<file path="src/rtl/sfp_sched_pkg.sv">
`default_nettype none
// ============================================================================
// Module  : sfp_sched_pkg
// Purpose : Shared width helpers for the multiplier scheduler.
//           calc_idw(n)      -> requester index width, never below 1 bit
//           calc_wo(w1, w2)  -> full-precision product width
//           The stage record {valid, id, prod} depends on module parameters,
//           so it is declared as a typedef inside sfp_mul_sched using the
//           widths these helpers produce.
// Revision: 1.0 - initial release
// ============================================================================
package sfp_sched_pkg;

    function automatic int calc_idw(input int n);
        return (n < 2) ? 1 : $clog2(n);
    endfunction

    function automatic int calc_wo(input int w1, input int w2);
        return w1 + w2;
    endfunction

endpackage
`default_nettype wire

</file>
<file path="src/rtl/rr_arbiter.sv">
`default_nettype none
// ============================================================================
// Module  : rr_arbiter
// Purpose : Round-robin arbiter. Scans req cyclically starting at the pointer
//           and grants the first set bit. The pointer moves to one past the
//           granted index whenever the grant is consumed (advance).
// Ports   : clk, rst      clock, asynchronous active-high reset
//           req[N]        request vector
//           advance       grant was taken this cycle; move the pointer
//           gnt[N]        one-hot grant (zero when nothing requests)
//           gnt_idx       index of the granted requester
// Revision: 1.0 - initial release
// ============================================================================
module rr_arbiter
    import sfp_sched_pkg::*;
#(
    parameter int N = 4
) (
    input  logic                     clk,
    input  logic                     rst,
    input  logic [N-1:0]             req,
    input  logic                     advance,
    output logic [N-1:0]             gnt,
    output logic [calc_idw(N)-1:0]   gnt_idx
);

    localparam int IDW = calc_idw(N);

    logic [IDW-1:0] r_ptr;
    logic [N-1:0]   w_gnt;
    logic [IDW-1:0] w_idx;
    logic [IDW-1:0] w_cand;
    logic           w_found;

    // First requester at or after the pointer, wrapping modulo N.
    always_comb begin
        w_gnt   = '0;
        w_idx   = '0;
        w_cand  = '0;
        w_found = 1'b0;
        for (int k = 0; k < N; k++) begin
            w_cand = IDW'((int'(r_ptr) + k) % N);
            if (!w_found && req[w_cand]) begin
                w_found       = 1'b1;
                w_gnt[w_cand] = 1'b1;
                w_idx         = w_cand;
            end
        end
    end

    always_ff @(posedge clk or posedge rst) begin
        if (rst) begin
            r_ptr <= '0;
        end else if (advance) begin
            r_ptr <= (w_idx == IDW'(N - 1)) ? '0 : w_idx + 1'b1;
        end
    end

    assign gnt     = w_gnt;
    assign gnt_idx = w_idx;

endmodule
`default_nettype wire

</file>
<file path="src/rtl/sfp_mul_sched.sv">
`default_nettype none
// ============================================================================
// Module  : sfp_mul_sched
// Purpose : Shares one pipelined signed fixed-point multiplier between N
//           requesters. One operand pair is accepted per cycle by round-robin
//           grant; the requester index travels with the operation through a
//           LAT-deep {valid, id, prod} pipeline and the exact full-width
//           product returns to its owner LAT cycles after issue.
// Ports   : clk, rst      clock, asynchronous active-high reset
//           req_valid[N]  requester has an operand pair pending
//           req_ready[N]  one-hot grant, combinational, zero during reset
//           req_a, req_b  packed per-requester signed operands
//           res_valid[N]  one-hot result strobe for the owning requester
//           res_val       signed product, Q(IW1+IW2).(QW1+QW2)
//           res_id        owner of res_val
//           inflight      operations issued and not yet returned
// Revision: 1.0 - initial release
// ============================================================================
module sfp_mul_sched
    import sfp_sched_pkg::*;
#(
    parameter int N   = 4,
    parameter int LAT = 2,
    parameter int IW1 = 4,
    parameter int QW1 = 12,
    parameter int IW2 = 4,
    parameter int QW2 = 12
) (
    input  logic                              clk,
    input  logic                              rst,
    input  logic [N-1:0]                      req_valid,
    output logic [N-1:0]                      req_ready,
    input  logic [N*(IW1+QW1)-1:0]            req_a,
    input  logic [N*(IW2+QW2)-1:0]            req_b,
    output logic [N-1:0]                      res_valid,
    output logic [calc_wo(IW1+QW1,IW2+QW2)-1:0] res_val,
    output logic [calc_idw(N)-1:0]            res_id,
    output logic [$clog2(LAT+1)-1:0]          inflight
);

    localparam int W1  = IW1 + QW1;
    localparam int W2  = IW2 + QW2;
    localparam int WO  = calc_wo(W1, W2);
    localparam int IDW = calc_idw(N);
    localparam int CW  = $clog2(LAT + 1);

    generate
        if (N < 2) begin : g_chk_n
            $error("sfp_mul_sched: N must be at least 2");
        end
        if (LAT < 1) begin : g_chk_lat
            $error("sfp_mul_sched: LAT must be at least 1");
        end
    endgenerate

    typedef struct packed {
        logic           valid;
        logic [IDW-1:0] id;
        logic [WO-1:0]  prod;
    } stage_t;

    stage_t                r_stage [LAT];
    logic [CW-1:0]         r_inflight;

    logic [N-1:0]          w_gnt;
    logic [IDW-1:0]        w_gnt_idx;
    logic                  w_issue;
    logic                  w_retire;
    logic [W1-1:0]         w_a;
    logic [W2-1:0]         w_b;
    logic signed [WO-1:0]  w_a_ext;
    logic signed [WO-1:0]  w_b_ext;
    logic signed [WO-1:0]  w_prod;

    rr_arbiter #(
        .N       (N)
    ) u_arb (
        .clk     (clk),
        .rst     (rst),
        .req     (req_valid),
        .advance (w_issue),
        .gnt     (w_gnt),
        .gnt_idx (w_gnt_idx)
    );

    assign req_ready = rst ? '0 : w_gnt;
    assign w_issue   = |(req_valid & req_ready);
    assign w_retire  = r_stage[LAT-1].valid;

    // One-hot AND-OR operand mux driven by the grant.
    always_comb begin
        w_a = '0;
        w_b = '0;
        for (int i = 0; i < N; i++) begin
            if (w_gnt[i]) begin
                w_a = req_a[i*W1 +: W1];
                w_b = req_b[i*W2 +: W2];
            end
        end
    end

    // Both operands sign-extended to the product width, so a WO x WO multiply
    // truncated to WO bits is the exact two's-complement product.
    assign w_a_ext = {{W2{w_a[W1-1]}}, w_a};
    assign w_b_ext = {{W1{w_b[W2-1]}}, w_b};
    assign w_prod  = w_a_ext * w_b_ext;

    // id/prod load only alongside a valid, so the last stage naturally holds
    // the previous result while it is idle.
    always_ff @(posedge clk or posedge rst) begin
        if (rst) begin
            for (int s = 0; s < LAT; s++) begin
                r_stage[s] <= '0;
            end
        end else begin
            r_stage[0].valid <= w_issue;
            if (w_issue) begin
                r_stage[0].id   <= w_gnt_idx;
                r_stage[0].prod <= w_prod;
            end
            for (int s = 1; s < LAT; s++) begin
                r_stage[s].valid <= r_stage[s-1].valid;
                if (r_stage[s-1].valid) begin
                    r_stage[s].id   <= r_stage[s-1].id;
                    r_stage[s].prod <= r_stage[s-1].prod;
                end
            end
        end
    end

    always_ff @(posedge clk or posedge rst) begin
        if (rst) begin
            r_inflight <= '0;
        end else begin
            case ({w_issue, w_retire})
                2'b10:   r_inflight <= r_inflight + 1'b1;
                2'b01:   r_inflight <= r_inflight - 1'b1;
                default: r_inflight <= r_inflight;
            endcase
        end
    end

    always_comb begin
        res_valid = '0;
        if (r_stage[LAT-1].valid) begin
            res_valid[r_stage[LAT-1].id] = 1'b1;
        end
    end

    assign res_val  = r_stage[LAT-1].prod;
    assign res_id   = r_stage[LAT-1].id;
    assign inflight = r_inflight;

    // A full pipeline always retires, so the count can never leave [0, LAT].
    a_no_overflow: assert property (@(posedge clk) disable iff (rst)
        !(w_issue && !w_retire && (r_inflight == CW'(LAT))));
    a_no_underflow: assert property (@(posedge clk) disable iff (rst)
        !(w_retire && !w_issue && (r_inflight == '0)));

endmodule
`default_nettype wire

</file>
<file path="config.mk">
export PLATFORM = sky130hd
export DESIGN_NAME = sfp_mul_sched
export DESIGN_NICKNAME = d
export VERILOG_FILES = /design/src/rtl/sfp_sched_pkg.sv /design/src/rtl/rr_arbiter.sv /design/src/rtl/sfp_mul_sched.sv
export SDC_FILE = /design/constraint.sdc
export NUM_CORES = 1
export LEC_CHECK = 0
export BUFFER_PORTS_ARGS = -buffer_cell sky130_fd_sc_hd__buf_2
export CAP_MARGIN = 0
export CORE_MARGIN = 2
export CORE_UTILIZATION = 40
export CTS_BUF_LIST = sky130_fd_sc_hd__clkbuf_4 sky130_fd_sc_hd__clkbuf_8 sky130_fd_sc_hd__clkbuf_16
export DETAILED_ROUTE_END_ITERATION = 16
export MAX_ROUTING_LAYER = met4
export PLACE_DENSITY = 0.69
export REMOVE_ABC_BUFFERS = 1
export SKIP_LAST_GASP = 1
export SLEW_MARGIN = 20
export SYNTH_ARGS = -nofsm -noshare
export SYNTH_HDL_FRONTEND = slang
export SYNTH_SLANG_ARGS = --single-unit
</file>
<file path="constraint.sdc">
create_clock -name clk -period 9.2 [get_ports clk]
set_input_delay 2.76 -clock clk [delete_from_list [all_inputs] [get_ports clk]]
set_output_delay 2.76 -clock clk [all_outputs]
set_load 0.05 [all_outputs]
</file>
==> metrics.csv <==
metric;value;unit
yosysTopAreaCellShare;36.2;%
grt-ovfl-total;0;
synth-compound-area-share;7.99;%
dpl.hpwl;35400;um
cts_tree;built;
tightest_slew;811;ps
ys_types;69;
synth-xor-area-share;2.17;%
setup_viol;20;
worstSkewPairLatency;350;ps
drc;6;
yosys_warnings;0;
htree_levels;3;
rsz0062_at_grt;yes;
cp.arrival;10450;ps
cap_violations;0;
worstSetupPathType;in2reg;
wl;45300;um
clock-sinks;74;
die_area;37800;um^2
cp.required;9420;ps
vias;13000;
report.final.slew_viol_count;0;
rows;69;
cts_max_path_buffers;2;
drtAntennaViolNets;0;
synth_top_area_cell;fa_1;
hold_start;r_stage[55];
grt_max_degree;64;
hold-worst-slack;465;ps
yosys.area_share.simple;14.7;%
routabilityCongestion;0.979;
start_kind;input pin;
viasPerCell;5.14;
syn_inst;1613;
worst-r2r-cell-count;32;
max_freq;97.7;MHz
avgSynthCellArea;8.99;um^2
fin_crit;10230;ps
cts_made_buffers;9;
coreArea;35700;um^2
ys_top_cells_by_area;fa_1 36%, dfrtp_1 13%, ha_1 7.8%;
max_stage_delay;590;ps
reg2reg_setup_slack;630;ps
clk_pin_slew;60;ps
period_share;111;%
initial_core_util;40.7;%
die_h;194;um
status;finished, violations left;
antenna_found_initial;0;
ios;178;
synth_top_family_by_area;adder cells;
finish.net_count;2555;
async_flop_share;100;%
end_kind;register;
ys.flop_type;dfrtp_1;
cp_common_cell;fa_1;
drtIter0Drc;617;
wl_per_cell;17.9;um
drive_gt1_share;39.3;%
grt_pass1_wl;73300;um
fillCellCount;3110;
cp_slowest_cell;fa_1;
synthAdderAreaFrac;43.9;%
root_buffer;clkbuf_16;
synth.area.mux_share;6.85;%
setup_ws;-1030;ps
cts_hold_buf;0;
synth-edff-count;0;
crit_path_start;req_valid[2];
die_x;194;um
synth.cell_area;14500;um^2
violations;DRC, setup timing;
diodes;0;
yosysSeqAreaShare;12.8;%
clock_skew;5.02;ps
grt_use_total;25.3;%
slew_headroom;45.9;%
timing.rr.start;u_arb.r_ptr[1];
hold_path_depth;2;
min_path_type;reg2reg;
syn2layout_area_growth;39.7;%
firstDrtPassIters;13;
ys_top_cells_by_count;296 x inv_1, 262 x fa_1, 193 x nor2_1;
final-hold-violation-count;0;
synth-seq-cells;74;
io_buffer_count;177;
synth_most_common_cell;inv_1;
crit_fanout;7;
grt_pass1_vias;14400;
state kept, by name (all words and copies together), names as in the netlist, named ones only:
signal,cells
res_val,32
w_retire,1
u_arb.r_ptr,1
r_stage,35
res_id,2
inflight,2
path summary, 6_finish.rpt:
check                                 endpoint
worst min register to register     r_stage[55]
worst max-delay path               r_stage[66]
max in group asynchronous          r_stage[63]
worst min-delay path               r_stage[55]
min in group asynchronous       u_arb.r_ptr[1]
worst max register to register     r_stage[66]
cell type report:
type | count | area [um^2] | share of cell area (%)
clock buffer | 9 | 225 | 1.11
inverter | 300 | 1130 | 5.60
clock inverter | 7 | 52.6 | 0.259
multi-input combinational | 1145 | 12300 | 60.7
sequential | 74 | 1850 | 9.14
timing repair buffer | 539 | 4110 | 20.3
tap | 461 | 577 | 2.85
stage by stage:
stage	setup TNS, ps	setup WS (ps)	utilization [%]	cell area [um^2]	cells
after floorplan	-50970	-2950	-	13900	1519
after global placement	-24740	-1640	49.3	17600	2426
after detailed placement	-25430	-1760	49.3	17600	2426
after CTS	-9860	-904	54.8	19600	2510
after global routing	-17160	-1280	56.8	20300	2535
final	-12180	-1030	56.8	20300	2535
logic make-up (layout without fill, tap and decap cells):
kind of cell    count (synthesis)  after routing
compound gates                170            170
simple gates                  500            500
buf+inv                       394            855
fa+ha+maj                     352            352
xor+xnor                       36             36
mux                            87             87
flops                          74             74
cells in the final DEF, fill, tap and decap left out, types with 7 or more instances in the layout:
| cell type | instances |
|---|---|
| xnor2_1 | 23 |
| a31oi_2 | 10 |
| nor2_2 | 17 |
| clkbuf_16 | 10 |
| o21ai_1 | 10 |
| a311oi_2 | 7 |
| a21oi_4 | 7 |
| mux2i_4 | 8 |
| mux2_2 | 38 |
| o21ai_0 | 21 |
| xor2_1 | 7 |
| mux2i_1 | 14 |
| nand3_1 | 28 |
| a21o_1 | 13 |
| nand2b_1 | 18 |
| buf_4 | 300 |
| a21oi_2 | 9 |
| ha_4 | 15 |
| buf_12 | 20 |
| inv_2 | 16 |
| nor2_1 | 170 |
| nand2_1 | 183 |
| buf_6 | 38 |
| a31oi_1 | 9 |
| ha_1 | 72 |
| fa_2 | 18 |
| inv_1 | 281 |
| buf_2 | 173 |
| a21oi_1 | 13 |
| dfrtp_1 | 74 |
| nand2_2 | 8 |
| a31oi_4 | 8 |
| fa_1 | 244 |
| mux2_4 | 20 |
| nand3_2 | 8 |
what timing repair did:
action / 4_1_cts / 5_1_grt
pin swaps: 82 / 91
buffers inserted: 64 / 32
endpoints found under the setup margin: 22 / 23
endpoints found under the hold margin: 0 / 0
cloned: 7 / 1
resized for setup: 230 / 114
worst max-delay path, delay by kind of cell:
family | cells | cell delay, ps
fa+ha+maj | 7 | 3340
compound gates | 7 | 1860
simple gates | 5 | 610
buf+inv | 11 | 1380
mux | 1 | 490
per-layer routing:
metal | global-route usage, % | vias up | share of wire, % | routed length (um)
li1 | - | 5942 | - | -
met2 | 45.5 | 358 | 53 | 24000
met3 | 2.71 | 104 | 4.4 | 1970
met4 | 7.81 | 0 | 3.2 | 1460
met5 | - | - | 0 | 0
met1 | 29.8 | 6633 | 39 | 17800
Power is left out: the tool's default activity adds up to more than one toggle a clock period on the data nets, which glitch-free logic cannot reach.
